$ cat config.mk
export PLATFORM = sky130hd
export DESIGN_NAME = max_calc_arbiter
export DESIGN_NICKNAME = d
export VERILOG_FILES = /design/src/rtl/max_calc_pkg.sv /design/src/rtl/max_calc_pipe.sv /design/src/rtl/max_calc_arbiter.sv
export SDC_FILE = /design/constraint.sdc
export NUM_CORES = 1
export LEC_CHECK = 0
export ABC_CLOCK_PERIOD_IN_PS = 18260
export BUFFER_PORTS_ARGS = -buffer_cell sky130_fd_sc_hd__buf_2
export CAP_MARGIN = 20
export CORE_UTILIZATION = 55
export CTS_BUF_LIST = sky130_fd_sc_hd__clkbuf_8
export CTS_CLUSTER_SIZE = 12
export DETAILED_ROUTE_END_ITERATION = 10
export GPL_TIMING_DRIVEN = 1
export PLACE_DENSITY_LB_ADDON = 0.25
export REMOVE_ABC_BUFFERS = 1
export SLEW_MARGIN = 40
export SYNTH_ARGS = -nofsm -noshare
export SYNTH_HDL_FRONTEND = slang
export SYNTH_SLANG_ARGS = --single-unit
$ cat constraint.sdc
create_clock -name aclk -period 18.26 [get_ports aclk]
set_clock_uncertainty 0.2 [all_clocks]
set_input_delay 1.826 -clock aclk [delete_from_list [all_inputs] [get_ports aclk]]
set_output_delay 1.826 -clock aclk [all_outputs]
set_load 0.03 [all_outputs]
$ cat src/rtl/max_calc_pkg.sv
// rtl/max_calc_pkg.sv - shared op encodings and sizing helpers for the max-calc arbiter
// Purpose: op-bit encodings, a ceiling-log2 helper for derived widths, and the
//          bit offset of one requester's {arg3,arg2,arg1,arg0} slice.
// Ports:   none (package).
package max_calc_pkg;

  localparam logic OP_ADD = 1'b0;
  localparam logic OP_SUB = 1'b1;

  function automatic int clog2(input int n);
    int r;
    r = 0;
    while ((1 << r) < n) r++;
    return r;
  endfunction

  // LSB of requester k's operand group in the flattened request bus.
  function automatic int req_slice_lsb(input int k, input int dwidth);
    return k * 4 * dwidth;
  endfunction

endpackage

$ cat src/rtl/max_calc_pipe.sv
// rtl/max_calc_pipe.sv - two-stage max(arg0 +/- arg1, arg2 +/- arg3) datapath
// Purpose: stage 1 forms both DWIDTH+1 bit sums/differences, stage 2 keeps the
//          larger (ties pick s23); id and valid ride alongside the data.
// Ports:   clk_i, rst_i          clock, synchronous active-high reset
//          in_valid_i, in_id_i   issue strobe and requester id
//          in_args_i, in_op_i    {arg3,arg2,arg1,arg0}, {op23,op01}
//          out_valid_o, out_id_o, out_data_o   result two edges after issue
module max_calc_pipe
  import max_calc_pkg::*;
#(
  parameter int DWIDTH = 16,
  parameter int ID_W   = 2
) (
  input  logic                  clk_i,
  input  logic                  rst_i,
  input  logic                  in_valid_i,
  input  logic [ID_W-1:0]       in_id_i,
  input  logic [4*DWIDTH-1:0]   in_args_i,
  input  logic [1:0]            in_op_i,
  output logic                  out_valid_o,
  output logic [ID_W-1:0]       out_id_o,
  output logic [DWIDTH-1:0]     out_data_o
);

  logic [DWIDTH:0]   arg0, arg1, arg2, arg3;
  logic [DWIDTH:0]   s01_d, s23_d, s01_q, s23_q;
  logic [DWIDTH-1:0] max_d, max_q;
  logic              v1_q, v2_q;
  logic [ID_W-1:0]   id1_q, id2_q;

  // Zero-extend so subtraction wraps modulo 2^(DWIDTH+1).
  assign arg0 = {1'b0, in_args_i[0*DWIDTH +: DWIDTH]};
  assign arg1 = {1'b0, in_args_i[1*DWIDTH +: DWIDTH]};
  assign arg2 = {1'b0, in_args_i[2*DWIDTH +: DWIDTH]};
  assign arg3 = {1'b0, in_args_i[3*DWIDTH +: DWIDTH]};

  assign s01_d = (in_op_i[0] == OP_ADD) ? arg0 + arg1 : arg0 - arg1;
  assign s23_d = (in_op_i[1] == OP_SUB) ? arg2 - arg3 : arg2 + arg3;

  // Strict compare on the full DWIDTH+1 bits, so a tie falls to s23.
  assign max_d = (s01_q > s23_q) ? s01_q[DWIDTH-1:0] : s23_q[DWIDTH-1:0];

  always_ff @(posedge clk_i) begin
    if (rst_i) begin
      v1_q  <= 1'b0;
      id1_q <= '0;
      s01_q <= '0;
      s23_q <= '0;
      v2_q  <= 1'b0;
      id2_q <= '0;
      max_q <= '0;
    end else begin
      v1_q  <= in_valid_i;
      id1_q <= in_id_i;
      s01_q <= s01_d;
      s23_q <= s23_d;
      v2_q  <= v1_q;
      id2_q <= id1_q;
      max_q <= max_d;
    end
  end

  assign out_valid_o = v2_q;
  assign out_id_o    = id2_q;
  assign out_data_o  = max_q;

endmodule

$ cat src/rtl/max_calc_arbiter.sv
// rtl/max_calc_arbiter.sv - round-robin shared max-calc datapath with credit-protected response FIFO
// Purpose: grants one requester per cycle round-robin, pushes its operands
//          through max_calc_pipe, and buffers tagged results in a show-ahead
//          FIFO whose slots are reserved by credits at grant time.
// Ports:   aclk, areset                 clock, synchronous active-high reset
//          i_req_valid, o_req_ready     per-requester request / one-hot grant
//          i_req_args, i_req_op         per-requester operands and op bits
//          o_rsp_valid, i_rsp_ready     response handshake
//          o_rsp_id, o_rsp_data         issuing requester and max result
//          o_stall_cnt                  only with MAX_CALC_ARB_STATS_EN: saturating
//                                       count of cycles with a request but no grant
module max_calc_arbiter
  import max_calc_pkg::*;
#(
  parameter int DWIDTH    = 16,
  parameter int N_REQ     = 4,
  parameter int ID_W      = 2,
  parameter int RSP_DEPTH = 4
) (
  input  logic                        aclk,
  input  logic                        areset,
  input  logic [N_REQ-1:0]            i_req_valid,
  output logic [N_REQ-1:0]            o_req_ready,
  input  logic [N_REQ*4*DWIDTH-1:0]   i_req_args,
  input  logic [N_REQ*2-1:0]          i_req_op,
  output logic                        o_rsp_valid,
  input  logic                        i_rsp_ready,
  output logic [ID_W-1:0]             o_rsp_id,
  output logic [DWIDTH-1:0]           o_rsp_data
`ifdef MAX_CALC_ARB_STATS_EN
  ,
  output logic [15:0]                 o_stall_cnt
`endif
);

  localparam int AW = clog2(RSP_DEPTH);
  localparam int CW = AW + 1;
  localparam logic [ID_W:0]   N_REQ_W      = (ID_W+1)'(N_REQ);
  localparam logic [ID_W-1:0] LAST_ID      = ID_W'(N_REQ - 1);
  localparam logic [CW-1:0]   FULL_CREDITS = CW'(RSP_DEPTH);

  logic [ID_W-1:0]      ptr_q, ptr_d;
  logic [CW-1:0]        credits_q, credits_d;
  logic [CW-1:0]        count_q, count_d;
  logic [AW-1:0]        wr_ptr_q, rd_ptr_q;
  logic [2*N_REQ-1:0]   req_dbl;
  logic [N_REQ-1:0]     req_rot;
  logic [ID_W:0]        rot_off, gnt_sum;
  logic [ID_W-1:0]      gnt_id;
  logic                 found, issue, rsp_hs;
  logic [4*DWIDTH-1:0]  sel_args;
  logic [1:0]           sel_op;
  logic                 pipe_valid;
  logic [ID_W-1:0]      pipe_id;
  logic [DWIDTH-1:0]    pipe_data;
  logic [ID_W+DWIDTH-1:0] mem_q [RSP_DEPTH];

  // Rotate the valids so bit 0 is the requester at the RR pointer; the
  // lowest set bit of the rotated vector is then the winner.
  assign req_dbl = {i_req_valid, i_req_valid};
  assign req_rot = req_dbl[{1'b0, ptr_q} +: N_REQ];

  always_comb begin
    rot_off = '0;
    found   = 1'b0;
    for (int j = N_REQ - 1; j >= 0; j--) begin
      if (req_rot[j]) begin
        rot_off = (ID_W+1)'(j);
        found   = 1'b1;
      end
    end
    gnt_sum = {1'b0, ptr_q} + rot_off;
    if (gnt_sum >= N_REQ_W) gnt_sum = gnt_sum - N_REQ_W;
  end

  assign gnt_id      = gnt_sum[ID_W-1:0];
  assign issue       = found && (credits_q != '0);
  assign o_req_ready = issue ? (N_REQ'(1) << gnt_id) : '0;
  assign rsp_hs      = o_rsp_valid && i_rsp_ready;

  always_comb begin
    sel_args = '0;
    sel_op   = '0;
    for (int k = 0; k < N_REQ; k++) begin
      if (o_req_ready[k]) begin
        sel_args = i_req_args[req_slice_lsb(k, DWIDTH) +: 4*DWIDTH];
        sel_op   = i_req_op[2*k +: 2];
      end
    end
  end

  // A credit stands for one FIFO slot, claimed at grant and freed when the
  // result leaves, so results in the pipe always have a slot waiting.
  always_comb begin
    credits_d = credits_q;
    if (issue && !rsp_hs)      credits_d = credits_q - CW'(1);
    else if (!issue && rsp_hs) credits_d = credits_q + CW'(1);

    count_d = count_q;
    if (pipe_valid && !rsp_hs)      count_d = count_q + CW'(1);
    else if (!pipe_valid && rsp_hs) count_d = count_q - CW'(1);

    ptr_d = ptr_q;
    if (issue) ptr_d = (gnt_id == LAST_ID) ? '0 : gnt_id + ID_W'(1);
  end

  max_calc_pipe #(
    .DWIDTH (DWIDTH),
    .ID_W   (ID_W)
  ) u_pipe (
    .clk_i       (aclk),
    .rst_i       (areset),
    .in_valid_i  (issue),
    .in_id_i     (gnt_id),
    .in_args_i   (sel_args),
    .in_op_i     (sel_op),
    .out_valid_o (pipe_valid),
    .out_id_o    (pipe_id),
    .out_data_o  (pipe_data)
  );

  always_ff @(posedge aclk) begin
    if (areset) begin
      ptr_q     <= '0;
      credits_q <= FULL_CREDITS;
      count_q   <= '0;
      wr_ptr_q  <= '0;
      rd_ptr_q  <= '0;
    end else begin
      ptr_q     <= ptr_d;
      credits_q <= credits_d;
      count_q   <= count_d;
      if (pipe_valid) wr_ptr_q <= wr_ptr_q + AW'(1);
      if (rsp_hs)     rd_ptr_q <= rd_ptr_q + AW'(1);
    end
  end

  always_ff @(posedge aclk) begin
    if (!areset && pipe_valid) mem_q[wr_ptr_q] <= {pipe_id, pipe_data};
  end

  // Show-ahead head; forced to zero when empty so stale slots never leak out.
  assign o_rsp_valid            = (count_q != '0);
  assign {o_rsp_id, o_rsp_data} = o_rsp_valid ? mem_q[rd_ptr_q] : '0;

`ifdef MAX_CALC_ARB_STATS_EN
  logic [15:0] stall_q, stall_d;

  always_comb begin
    stall_d = stall_q;
    if (|i_req_valid && !issue && stall_q != 16'hFFFF) stall_d = stall_q + 16'd1;
  end

  always_ff @(posedge aclk) begin
    if (areset) stall_q <= '0;
    else        stall_q <= stall_d;
  end

  assign o_stall_cnt = stall_q;
`endif

endmodule

* Yosys cells after proc, flatten, opt, wreduce, memory -nomap -nowiden *
Memories as Yosys holds them, arrays and structs flattened. A register that Yosys moved wholly into a read port is not among the register bits.
Index checks and enable logic that the tools add are counted.

operators by class
  add/sub/neg operators = 13
  magnitude comparators = 2
  equality and inequality tests = 1
  shift operators = 2
  mux-type cells = 31
  reductions and logical operators = 15

operators with widths
  operator                                           number
  2-to-1 mux 64 bit                                  4
  adder 16 x 16 -> 17 bit                            2
  2-to-1 mux 17 bit                                  2
  subtractor 16 x 16 -> 17 bit                       2
  2-to-1 mux 3 bit                                   7
  2-to-1 mux 18 bit                                  1
  2-to-1 mux 2 bit                                   9
  greater-than comparator 17 bit                     1
  2-to-1 mux 16 bit                                  1
  indexed part select 8 x 3 -> 4 bit                 1
  logical AND 1 bit                                  7
  adder 2 x 1 -> 2 bit (second input constant)       3
  adder 3 x 1 -> 3 bit (second input constant)       2
  2-to-1 mux 1 bit                                   6
  nonzero test 3 bit                                 2
  subtractor 3 x 1 -> 3 bit (second input constant)  2
  logical NOT 1 bit                                  4
  2-to-1 mux 4 bit                                   1
  nonzero test 2 bit                                 2
  left shift 1 x 2 -> 4 bit (first input constant)   1
  adder 2 x 3 -> 3 bit                               1
  >= comparator 3 bit (second input constant)        1
  == test 2 bit (second input constant)              1
  subtractor 2 x 1 -> 2 bit (second input constant)  1

storage, ports and cells
  bits in registers = 68
  memory bits (writable) = 72
  input bits = 271
  output and inout bits = 23
  logic and storage cells = 77
  memories = 1

memories
  memory  depth  bits a word  read ports  clocked after memory_dff  wr ports  line                    source
  mem_q   4      18           1           1                         1         max_calc_arbiter.sv:56  logic [ID_W+DWIDTH-1:0] mem_q [RSP_DEPTH];

* Longest topological paths before layout *
Gate-level depths: netlist of run 1.

  depth in word-level cells = 16
  depth in mapped cells = 29
  gate-level depth less buffers = 26

* By module *
A second synthesis of run 1 with hierarchy kept.

second synthesis, totals
  cells, all modules = 1265
  area, all modules = 10646.5 µm²

modules (own cells, without submodules)
  module            instances  cells an instance  area an instance (µm²)  sequential area each (µm²)
  max_calc_arbiter  1          677                6084.6                  2442.3
  max_calc_pipe     1          588                4561.9                  1121.1

* Worst setup path before layout of run 1 *
OpenSTA, ideal clock, no wires.

  kind = input -> register
  start = in i_req_valid[2]
  end = reg u_pipe.s23_q[15]
  setup time = 134 ps
  data arrival time = 7009 ps
  data required time = 17926 ps
  setup slack = 10917 ps
  stages on the path = 27
  path buffers = 6
  cell sequence = buf_6 or4_1 o2111ai_1 ha_1 xnor2_1 ha_1 clkbuf_1 buf_2 buf_2 buf_2 nand3b_1 a21oi_1 a21oi_1 o21ai_1 nand2_1 buf_2 o21ai_1 inv_1 ha_1 nor2b_1 o31a_1 o211ai_1 a21oi_1 o31ai_1 o21ai_1 and3_1 or4_1

between the ends
  longest elaborated chain between the ends = 16
  elaborated cells on any way between the ends = 27

RTL lines
  item                                                                            line                    source
  start: declaration                                                              max_calc_arbiter.sv:22  input logic [N_REQ-1:0] i_req_valid,
  indexed part select 8 x 3 -> 4 bit *                                            max_calc_arbiter.sv:61  assign req_rot = req_dbl[{1'b0, ptr_q} +: N_REQ];
  2-to-1 mux 2 bit                                                                max_calc_arbiter.sv:67  if (req_rot[j]) begin
  2-to-1 mux 3 bit (3 in a row)                                                   max_calc_arbiter.sv:67
  adder 2 x 3 -> 3 bit                                                            max_calc_arbiter.sv:72  gnt_sum = {1'b0, ptr_q} + rot_off;
  >= comparator 3 bit / subtractor 2 x 1 -> 2 bit (equally long branches)         max_calc_arbiter.sv:73  if (gnt_sum >= N_REQ_W) gnt_sum = gnt_sum - N_REQ_W;
  2-to-1 mux 2 bit                                                                max_calc_arbiter.sv:73
  left shift 1 x 2 -> 4 bit                                                       max_calc_arbiter.sv:78  assign o_req_ready = issue ? (N_REQ'(1) << gnt_id) : '0;
  2-to-1 mux 4 bit *                                                              max_calc_arbiter.sv:78
  2-to-1 mux 64 bit (4 in a row)                                                  max_calc_arbiter.sv:85  if (o_req_ready[k]) begin
  adder 16 x 16 -> 17 bit / subtractor 16 x 16 -> 17 bit (equally long branches)  max_calc_pipe.sv:38     assign s23_d = (in_op_i[1] == OP_SUB) ? arg2 - arg3 : arg2 + arg3;
  2-to-1 mux 17 bit *                                                             max_calc_pipe.sv:38
  end signal: assignment                                                          max_calc_pipe.sv:48     s23_q <= '0;
  end signal: assignment                                                          max_calc_pipe.sv:56     s23_q <= s23_d;
  end: declaration                                                                max_calc_pipe.sv:26     logic [DWIDTH:0] s01_d, s23_d, s01_q, s23_q;

Mark *: on every way between the ends. The rest lies on a longest branch, timed or not.
A chain may end at the register's enable or synchronous reset.

* Worst setup path in the final report of run 1 *
  start = in i_req_valid[2]
  end = reg u_pipe.s01_q[16]

between the ends
  longest elaborated chain between the ends = 16
  elaborated cells on any way between the ends = 27

RTL lines
  item                                                                            line                    source
  indexed part select 8 x 3 -> 4 bit *                                            max_calc_arbiter.sv:61
  2-to-1 mux 2 bit                                                                max_calc_arbiter.sv:67
  2-to-1 mux 3 bit (3 in a row)                                                   max_calc_arbiter.sv:67
  adder 2 x 3 -> 3 bit                                                            max_calc_arbiter.sv:72
  >= comparator 3 bit / subtractor 2 x 1 -> 2 bit (equally long branches)         max_calc_arbiter.sv:73
  2-to-1 mux 2 bit                                                                max_calc_arbiter.sv:73
  left shift 1 x 2 -> 4 bit                                                       max_calc_arbiter.sv:78
  2-to-1 mux 4 bit *                                                              max_calc_arbiter.sv:78
  2-to-1 mux 64 bit (4 in a row)                                                  max_calc_arbiter.sv:85
  adder 16 x 16 -> 17 bit / subtractor 16 x 16 -> 17 bit (equally long branches)  max_calc_pipe.sv:37     assign s01_d = (in_op_i[0] == OP_ADD) ? arg0 + arg1 : arg0 - arg1;
  2-to-1 mux 17 bit *                                                             max_calc_pipe.sv:37
  end signal: assignment                                                          max_calc_pipe.sv:47     s01_q <= '0;
  end signal: assignment                                                          max_calc_pipe.sv:55     s01_q <= s01_d;
  end: declaration                                                                max_calc_pipe.sv:26

Marks and branches as above.

==> results.sh, run 1 <==
export IMPL_layout_drive_gt1_share=0.276
export IMPL_routed_via_density=5.76
export IMPL_tns_ns=0
export IMPL_slew_headroom=0.500
export IMPL_most_common_layout_cells="buf_2 (293), nand2_1 (161), nor2_1 (123), edfxtp_1 (72), dfxtp_1 (69)"
export IMPL_clock_sinks=142
export IMPL_die_height_um=138
export IMPL_cts_htree_levels=4
export IMPL_drv_cap=0
export IMPL_antenna_found_initial=3
export IMPL_crit_fanout=60
export IMPL_synthFlopType="edfxtp_1"
export IMPL_worst_pin_slew_ns=0.744
export IMPL_hold_buffers=0
export IMPL_synth_edf_count=72
export IMPL_io_buffers=293
export IMPL_dp_hpwl_um=21700
export IMPL_ys_ff_latch=142
export IMPL_root_buffer="clkbuf_8"
export IMPL_insertion_delay_ns=0.44
export IMPL_cts_tree="built"
export IMPL_synthArstFlopShare=0
export IMPL_vias=9409
export IMPL_ant_nets=0
export IMPL_hold_path_class="flop to flop"
export IMPL_setup_viol=0
export IMPL_grt_usage=0.292
export IMPL_met1_length_um=11600
export IMPL_route_met2_wl_um=13400
export IMPL_seq_area_frac_synth=0.352
export IMPL_post_cts_buffers=0
export IMPL_syn2layout_area_growth_pct=19.0
export IMPL_drv_slew=0
export IMPL_fmax_mhz=123
export IMPL_postLayoutSetupSlackWorst_ns=10.12
export IMPL_rsz0062_at_grt="false"
export IMPL_cp_arrival_ns=8.31
export IMPL_finalCritPeriodShare=0.446
export IMPL_cp_required_ns=18.43
export IMPL_num_rows=49
export IMPL_initial_core_util=0.563
export IMPL_remaining_drc_errors=0
export IMPL_fillCellCount=1505
export IMPL_grt_max_degree=68
export IMPL_die_area_sq_mm=0.0189
export IMPL_final_common_cell="buf_2"
export IMPL_ios=294
export IMPL_die_width_um=138
export IMPL_cts_repair_resize_count=0
export IMPL_pre_cts_ws_ns=9.86
export IMPL_core_area_sq_mm=0.0180
export IMPL_clk_pin_slew_ns=0.09
export IMPL_drt_iter0_markers=567
export IMPL_synth_cell_types=85
export IMPL_status="finished clean"
export IMPL_drt_total_wl_um=27600
export IMPL_wire_per_inst_um=16.9
export IMPL_grt_ovfl_total=0
export IMPL_wl_met3_um=1640
export IMPL_critPathLaunchType="primary input"
export IMPL_yosysWarnings=0
export IMPL_num_nets_final=1725
export IMPL_synth_area_sq_mm=0.0101
export IMPL_grt_pass1_wl_um=42500
export IMPL_hold_viol=0
export IMPL_path_class="primary input to flop"
export IMPL_synth_avg_cell_area_sq_um=8.88
export IMPL_end_kind="flop"
export IMPL_fin_crit_ns=8.14
export IMPL_grt_pass1_vias=8578
export IMPL_top_layer="met5"
export IMPL_drtPass1Iterations=5
export IMPL_synth_cells=1138
export IMPL_clk_path_buf_depth=2
export IMPL_cts_made_buffers=17
export IMPL_gp_congestion=0.938
==> critical path, stage by stage <==
cell and delay (ns):
buf_2 0.16, nor2_1 0.08, maj3_1 0.35, a21oi_1 0.16
o21ai_0 0.13, xnor2_1 0.35, ha_2 0.23, buf_4 0.43
inv_1 0.26, nor3_2 0.66, buf_4 0.41, a221o_1 0.27
a31o_1 0.42, nor2_1 0.11, xor2_1 0.16, ha_1 0.34
o21a_1 0.20, o21ai_0 0.26, o21bai_1 0.19, a21oi_1 0.12
o41ai_1 0.45, o21ai_0 0.25, a31oi_1 0.27, mux2i_1 0.20
==> logic make-up after synthesis <==
| family | after synthesis | share of synthesized area |
|---|---|---|
| simple gates | 443 | 0.206 |
| compound gates | 280 | 0.203 |
| flops | 142 | 0.352 |
| fa+ha+maj | 67 | 0.0856 |
| mux | 39 | 0.0610 |
| xor+xnor | 50 | 0.0433 |
| buf+inv | 117 | 0.0485 |
==> layer usage <==
layer,GRT usage,up-vias
li1,-,4661
met1,0.368,4322
met2,0.488,356
met3,0.0537,68
met4,0.129,2
met5,0,-
==> area by class of cell <==
type | count | area, sq um | share of cell area
repair buffers | 301 | 1530 | 0.127
diodes | 3 | 7.51 | 0.000624
multi-input cells | 879 | 6080 | 0.505
clock inverters | 15 | 151 | 0.0126
inverters | 47 | 181 | 0.0151
clock buffers | 17 | 234 | 0.0194
flip-flops and latches | 142 | 3560 | 0.296
well taps | 229 | 287 | 0.0238
==> registers in the layout (all words and copies together), names as in the netlist, named ones only <==
name / count
ptr_q: 2
credits_q: 3
u_pipe.v1_q: 1
count_q: 3
mem_q: 72
u_pipe.out_valid_o: 1
wr_ptr_q: 2
u_pipe.out_data_o: 16
u_pipe.s23_q: 17
rd_ptr_q: 2
u_pipe.s01_q: 17
u_pipe.id1_q: 2
u_pipe.out_id_o: 2
==> cells in the mapped netlist (4+ instances only) <==
cell type	count	share of area
o211ai_1	15	0.011
a31oi_1	9	0.0056
inv_2	4	0.0015
buf_1	7	0.0026
fa_1	4	0.0079
o2111ai_1	5	0.0043
nand2_1	161	0.060
nor2_1	123	0.046
nor2b_1	21	0.013
o221ai_1	7	0.0061
o31a_1	4	0.0035
nand3_1	14	0.0069
o21a_1	14	0.010
xnor2_1	20	0.017
and2_1	27	0.017
mux4_2	18	0.040
a21oi_1	48	0.024
dfxtp_1	70	0.14
and3_1	6	0.0037
inv_1	42	0.016
nor3_1	23	0.011
ha_1	62	0.077
nand3b_1	6	0.0045
buf_2	12	0.0059
clkbuf_1	45	0.017
edfxtp_1	72	0.21
o21ai_0	43	0.021
o21ai_1	6	0.0030
nand4_1	4	0.0025
a221oi_1	33	0.029
nand2b_1	11	0.0068
or3_1	24	0.015
mux2i_1	20	0.020
o31ai_1	35	0.026
xor2_1	30	0.026
a211oi_1	10	0.0074
a21o_1	5	0.0037
==> path summary, 6_finish.rpt <==
check,startpoint,slack [ns],end,cells after the start
max,i_req_valid[2],10.12,u_pipe.s01_q[16],24
min,u_pipe.v1_q,0.24,u_pipe.out_valid_o,1
max reg2reg,ptr_q[0],11.20,u_pipe.s01_q[16],23
min reg2reg,u_pipe.v1_q,0.24,u_pipe.out_valid_o,1
==> stage by stage <==
stage	utilization	hold slack, ns	std cells	instance area, sq um
after floorplan	-	0.214	1068	9800
after CTS	0.669	0.243	1630	12000
final	0.670	0.242	1633	12000
after detailed placement	0.647	0.223	1598	11600
after global placement	0.647	0.222	1598	11600
after global routing	0.670	0.263	1632	12000
Power of run 1 is not shown: default switching activity piles up to over one toggle a cycle in this logic, so the estimate is an artifact.
==> run 2, diff against run 1 <==
--- a/config.mk
+++ b/config.mk
@@ -5,10 +5,10 @@
 export SDC_FILE = /design/constraint.sdc
 export NUM_CORES = 1
 export LEC_CHECK = 0
-export ABC_CLOCK_PERIOD_IN_PS = 18260
+export ABC_CLOCK_PERIOD_IN_PS = 7300
 export BUFFER_PORTS_ARGS = -buffer_cell sky130_fd_sc_hd__buf_2
 export CAP_MARGIN = 20
-export CORE_UTILIZATION = 55
+export CORE_UTILIZATION = 49
 export CTS_BUF_LIST = sky130_fd_sc_hd__clkbuf_8
 export CTS_CLUSTER_SIZE = 12
 export DETAILED_ROUTE_END_ITERATION = 10
==> constraint.sdc (replaced) <==
create_clock -name aclk -period 7.3 [get_ports aclk]
set_clock_uncertainty 0.2 [all_clocks]
set_input_delay 0.73 -clock aclk [delete_from_list [all_inputs] [get_ports aclk]]
set_output_delay 0.73 -clock aclk [all_outputs]
set_load 0.03 [all_outputs]
==> run 2 against run 1 <==
Net effect:
- register-to-register slack lost 10 ns
- critical endpoint unchanged
- critical path type is now flop to flop
- via count grew 0.37%
- flip-flop and latch count is the same
- first-iteration DRC count grew 15%
- wire length grew 1.6%
- cell count grew 3.1%
- global-route usage shrank 2.7 points
==> results.sh, run 2 (same netlist as run 1, synthesis figures left out) <==
export IMPL_num_nets_final=1735
export IMPL_hold_viol=0
export IMPL_pre_cts_ws_ns=0.638
export IMPL_cts_repair_resize_count=0
export IMPL_largest_register_ffs=72
export IMPL_ios=294
export IMPL_drt_total_wl_um=28000
export IMPL_cp_required_ns=7.47
export IMPL_drv_cap=0
export IMPL_cts_htree_levels=4
export IMPL_antenna_found_initial=3
export IMPL_drtPass1Iterations=5
export IMPL_worst_r2r_cell_count=23
export IMPL_clk_path_buf_depth=2
export IMPL_rsz0062_at_grt="false"
export IMPL_die_area_sq_mm=0.0212
export IMPL_path_class="flop to flop"
export IMPL_critPathLaunchType="flop"
export IMPL_ff2ff_setup_slack_ns=1.02
export IMPL_slew_headroom=0.526
export IMPL_layout_drive_gt1_share=0.282
export IMPL_grt_usage=0.266
export IMPL_most_common_layout_cells="buf_2 (293), nand2_1 (161), nor2_1 (123), edfxtp_1 (72), dfxtp_1 (69)"
export IMPL_dp_hpwl_um=22300
export IMPL_gp_congestion=0.928
export IMPL_io_buffers=293
export IMPL_grt_ovfl_total=0
export IMPL_core_area_sq_mm=0.0202
export IMPL_routed_via_density=5.61
export IMPL_finalCritPeriodShare=0.860
export IMPL_fin_util=0.601
export IMPL_insertion_delay_ns=0.43
export IMPL_cts_tree="built"
export IMPL_die_height_um=146
export IMPL_fin_crit_ns=6.28
export IMPL_drt_iter0_markers=654
export IMPL_status="finished clean"
export IMPL_clock_sinks=142
export IMPL_end_kind="flop"
export IMPL_grt_max_degree=60
export IMPL_cp_arrival_ns=6.45
export IMPL_min_from="u_pipe.v1_q"
export IMPL_grt_pass1_wl_um=45000
export IMPL_hold_path_depth=1
export IMPL_final_common_cell="buf_2"
export IMPL_setup_viol=0
export IMPL_drv_slew=0
export IMPL_ant_nets=0
export IMPL_clk_pin_slew_ns=0.09
export IMPL_grt_pass1_vias=9095
export IMPL_top_register="mem_q"
export IMPL_initial_core_util=0.500
export IMPL_hold_end="u_pipe.out_valid_o"
export IMPL_syn2layout_area_growth_pct=20.2
export IMPL_remaining_drc_errors=0
export IMPL_hold_buffers=0
export IMPL_die_width_um=146
export IMPL_num_rows=52
export IMPL_worst_pin_slew_ns=0.705
export IMPL_largest_registers="mem_q: 72 flops, u_pipe.s01_q: 17 flops, u_pipe.s23_q: 17 flops"
export IMPL_fillCellCount=1823
export IMPL_root_buffer="clkbuf_8"
export IMPL_r2r_end="u_pipe.s01_q[16]"
export IMPL_vias=9444
export IMPL_hold_path_class="flop to flop"
export IMPL_crit_fanout=14
export IMPL_post_cts_buffers=0
export IMPL_fmax_mhz=159
export IMPL_postLayoutSetupSlackWorst_ns=1.02
export IMPL_wire_per_inst_um=16.6
export IMPL_r2r_start="ptr_q[0]"
export IMPL_cts_made_buffers=17
## run 2: cell types whose count changed in the layout (fill, tap and decap cells not counted), sizes merged
cell	change
clkinv	-2
clkinvlp	+2
buf	+10
## run 2: through the flow
stage	TNS [ns]	hold WS (ns)	cells	area (sq um)
finish	0	0.258	1684	12200
global placement	0	0.224	1649	11700
CTS	0	0.259	1681	12100
floorplan	-19.76	0.214	1068	9800
detailed placement	0	0.241	1649	11800
global route	0	0.270	1684	12200
## run 2: worst max-delay path by stage
stage                    from                to  slack (ns)  depth (start not counted)
2_1_floorplan  i_req_valid[2]  u_pipe.s01_q[16]       -1.37                         20
3_3_place_gp   i_req_valid[3]  u_pipe.s23_q[15]        0.89                         23
3_5_place_dp   i_req_valid[2]  u_pipe.s01_q[16]        0.64                         24
4_1_cts              ptr_q[0]  u_pipe.s01_q[16]        1.09                         23
5_1_grt              ptr_q[0]  u_pipe.s01_q[16]        0.47                         23
6_report             ptr_q[0]  u_pipe.s01_q[16]        1.02                         23
## run 2: final cells by class
type / count / area, sq um / share of cell area
diodes: 3 / 7.51 / 0.000618
clock buffers: 17 / 234 / 0.0193
clock inverters: 15 / 151 / 0.0125
inverters: 47 / 179 / 0.0147
multi-input cells: 879 / 6080 / 0.500
flip-flops and latches: 142 / 3560 / 0.293
well taps: 270 / 338 / 0.0278
repair buffers: 311 / 1600 / 0.132
## run 2: layer usage
metal | wire length [um] | vias to the layer above | GRT usage
met5 | 0 | - | 0
met4 | 991 | 0 | 0.126
met3 | 1540 | 50 | 0.0357
met2 | 13600 | 346 | 0.451
met1 | 11800 | 4367 | 0.335
li1 | - | 4681 | -
## run 2: worst max-delay path, stage by stage, from the launching register on
cell and delay, ns:
dfxtp_1 0.53, nor3_1 0.10, o21ai_0 0.17, o2111ai_1 0.14, ha_1 0.21, xnor2_1 0.35
inv_1 0.11, ha_1 0.40, inv_2 0.28, nand2_1 0.32, o221ai_1 0.60, nand2_1 0.18
a21boi_1 0.27, nor2_1 0.08, xor2_1 0.17, ha_1 0.35, o21a_1 0.20, o21ai_0 0.22
o21bai_1 0.17, a21oi_1 0.11, o41ai_1 0.37, o21ai_0 0.23, a31oi_1 0.24, mux2i_1 0.20
Power of run 2 is left out for the same reason.
==> run 3, diff against run 2 <==
--- a/config.mk
+++ b/config.mk
@@ -5,10 +5,11 @@
 export SDC_FILE = /design/constraint.sdc
 export NUM_CORES = 1
 export LEC_CHECK = 0
-export ABC_CLOCK_PERIOD_IN_PS = 7300
+export ABC_AREA = 1
+export ABC_CLOCK_PERIOD_IN_PS = 7700
 export BUFFER_PORTS_ARGS = -buffer_cell sky130_fd_sc_hd__buf_2
 export CAP_MARGIN = 20
-export CORE_UTILIZATION = 49
+export CORE_UTILIZATION = 55
 export CTS_BUF_LIST = sky130_fd_sc_hd__clkbuf_8
 export CTS_CLUSTER_SIZE = 12
 export DETAILED_ROUTE_END_ITERATION = 10
==> constraint.sdc (replaced) <==
create_clock -name aclk -period 7.7 [get_ports aclk]
set_clock_uncertainty 0.2 [all_clocks]
set_input_delay 0.77 -clock aclk [delete_from_list [all_inputs] [get_ports aclk]]
set_output_delay 0.77 -clock aclk [all_outputs]
set_load 0.03 [all_outputs]
==> run 3 against run 2 <==
Net effect:
- maximum frequency is 2.2% higher
- wire length rose by 12%
- synthesized cell count grew 46%
- core utilization increased by 6.3 points
- critical path type unchanged
- highest routed layer unchanged
==> results.sh, run 3 <==
export IMPL_num_nets_final=2247
export IMPL_cp_slowest_cell="dfxtp_1"
export IMPL_synthArstFlopShare=0
export IMPL_worst_pin_slew_ns=0.804
export IMPL_die_width_um=143
export IMPL_die_area_sq_mm=0.0205
export IMPL_gp_congestion=0.925
export IMPL_ff2ff_setup_slack_ns=1.56
export IMPL_syn2layout_area_growth_pct=17.9
export IMPL_clk_pin_slew_ns=0.08
export IMPL_cp_required_ns=7.83
export IMPL_slowest_delay_ns=0.46
export IMPL_synth_area_sq_mm=0.0110
export IMPL_synth_cell_types=42
export IMPL_tns_ns=0
export IMPL_finalCritPeriodShare=0.797
export IMPL_num_rows=51
export IMPL_setup_viol=0
export IMPL_post_cts_buffers=0
export IMPL_cp_common_cell="nand2_1"
export IMPL_hold_path_depth=2
export IMPL_grt_max_degree=107
export IMPL_grt_pass1_wl_um=48200
export IMPL_drt_iter0_markers=740
export IMPL_cts_htree_levels=4
export IMPL_clock_sinks=142
export IMPL_crit_start="ptr_q[0]"
export IMPL_root_buffer="clkbuf_8"
export IMPL_antenna_found_initial=0
export IMPL_status="finished clean"
export IMPL_seq_area_frac_synth=0.325
export IMPL_dp_hpwl_um=24000
export IMPL_drv_slew=0
export IMPL_cts_made_buffers=17
export IMPL_ys_ff_latch=142
export IMPL_insertion_delay_ns=0.43
export IMPL_layout_drive_gt1_share=0.197
export IMPL_rsz0062_at_grt="false"
export IMPL_synthFlopType="edfxtp_1"
export IMPL_synthTopCellsByCount="nand2_1 (447), nor2_1 (218), inv_1 (198)"
export IMPL_remaining_drc_errors=0
export IMPL_drv_cap=0
export IMPL_cts_repair_resize_count=0
export IMPL_hold_viol=0
export IMPL_fin_hold_ws_ns=0.228
export IMPL_largest_registers="mem_q: 72 flops, u_pipe.s01_q: 17 flops, u_pipe.s23_q: 17 flops"
export IMPL_top_register="mem_q"
export IMPL_hold_buffers=0
export IMPL_ios=294
export IMPL_dp_cells=2156
export IMPL_drtPass1Iterations=6
export IMPL_cts_tree="built"
export IMPL_synth_most_common_cell="nand2_1"
export IMPL_diodes=0
export IMPL_wire_per_inst_um=14.3
export IMPL_synth_cells=1667
export IMPL_final_common_cell="nand2_1"
export IMPL_yosys_area_top_type="edfxtp_1"
export IMPL_io_buffers=293
export IMPL_ant_nets=0
export IMPL_synthTopCellsByArea="edfxtp_1 (20%), nand2_1 (15%), dfxtp_1 (13%)"
export IMPL_initial_core_util=0.563
export IMPL_die_height_um=143
export IMPL_synth_edf_count=72
export IMPL_routed_via_density=5.32
export IMPL_crit_fanout=41
export IMPL_postLayoutSetupSlackWorst_ns=1.56
export IMPL_most_common_layout_cells="nand2_1 (446), buf_2 (293), nor2_1 (214), inv_1 (201), a21oi_1 (110)"
export IMPL_critPathLaunchType="flop"
export IMPL_fmax_mhz=163
export IMPL_fin_cells=2187
export IMPL_r2r_start="ptr_q[0]"
export IMPL_grt_ovfl_total=0
export IMPL_largest_register_ffs=72
export IMPL_core_area_sq_mm=0.0195
export IMPL_grt_usage=0.299
export IMPL_drt_total_wl_um=31200
export IMPL_vias=11600
export IMPL_yosysTopAreaCellShare=0.197
export IMPL_synth_avg_cell_area_sq_um=6.57
export IMPL_hold_path_class="flop to flop"
export IMPL_cp_arrival_ns=6.27
export IMPL_pre_cts_ws_ns=1.35
export IMPL_path_class="flop to flop"
export IMPL_yosysWarnings=0
export IMPL_worst_r2r_cell_count=32
export IMPL_end_kind="flop"
export IMPL_fin_crit_ns=6.14
export IMPL_grt_pass1_vias=10200
export IMPL_slew_headroom=0.463
export IMPL_clk_path_buf_depth=2
export IMPL_min_from="u_pipe.id1_q[0]"
-- run 3: metal layers --
metal	global-route usage	wire length (um)
met3	0.0362	1820
met4	0.0973	626
met1	0.370	13100
met5	0	0
met2	0.537	15700
-- run 3: cells by family (layout without fill, tap and decap cells) --
group | after synthesis | count (layout) | share of synthesized area
xor gates and xnor gates | 20 | 20 | 0.0160
DFF | 142 | 142 | 0.325
adders and majority gates | 66 | 66 | 0.0781
buffers and inverters | 294 | 549 | 0.107
and+or+nand+nor | 869 | 869 | 0.338
AOI/OAI and AO/OA | 276 | 276 | 0.135
-- run 3: through the flow --
stage | utilization | cell area [sq um]
after floorplan | - | 10600
after global placement | 0.644 | 12500
after detailed placement | 0.645 | 12500
after CTS | 0.664 | 12900
after global routing | 0.664 | 12900
final | 0.664 | 12900
-- run 3: path summary, 6_finish.rpt --
check | endpoint
max reg2reg | u_pipe.s23_q[16]
min reg2reg | u_pipe.out_id_o[0]
max | u_pipe.s23_q[16]
min | u_pipe.out_id_o[0]
-- run 3: layout make-up --
class | instances | area [sq um]
clock inverters | 14 | 133
fillers | 1758 | 6540
flip-flops and latches | 142 | 3560
repair buffers | 312 | 1620
inverters | 206 | 773
multi-input cells | 1231 | 6260
clock buffers | 17 | 234
well taps | 265 | 332
-- run 3: critical path: cells and delay by family (launching register included) --
| kind | cells | cell delay, ns |
|---|---|---|
| AO/OA/AOI/OAI | 7 | 1.77 |
| XOR/XNOR | 1 | 0.18 |
| adder cells (fa/ha/maj) | 3 | 0.82 |
| buffers and inverters | 7 | 1.42 |
| flip-flops | 1 | 0.46 |
| AND/OR/NAND/NOR | 14 | 1.14 |
Power of run 3 is left out for the same reason.
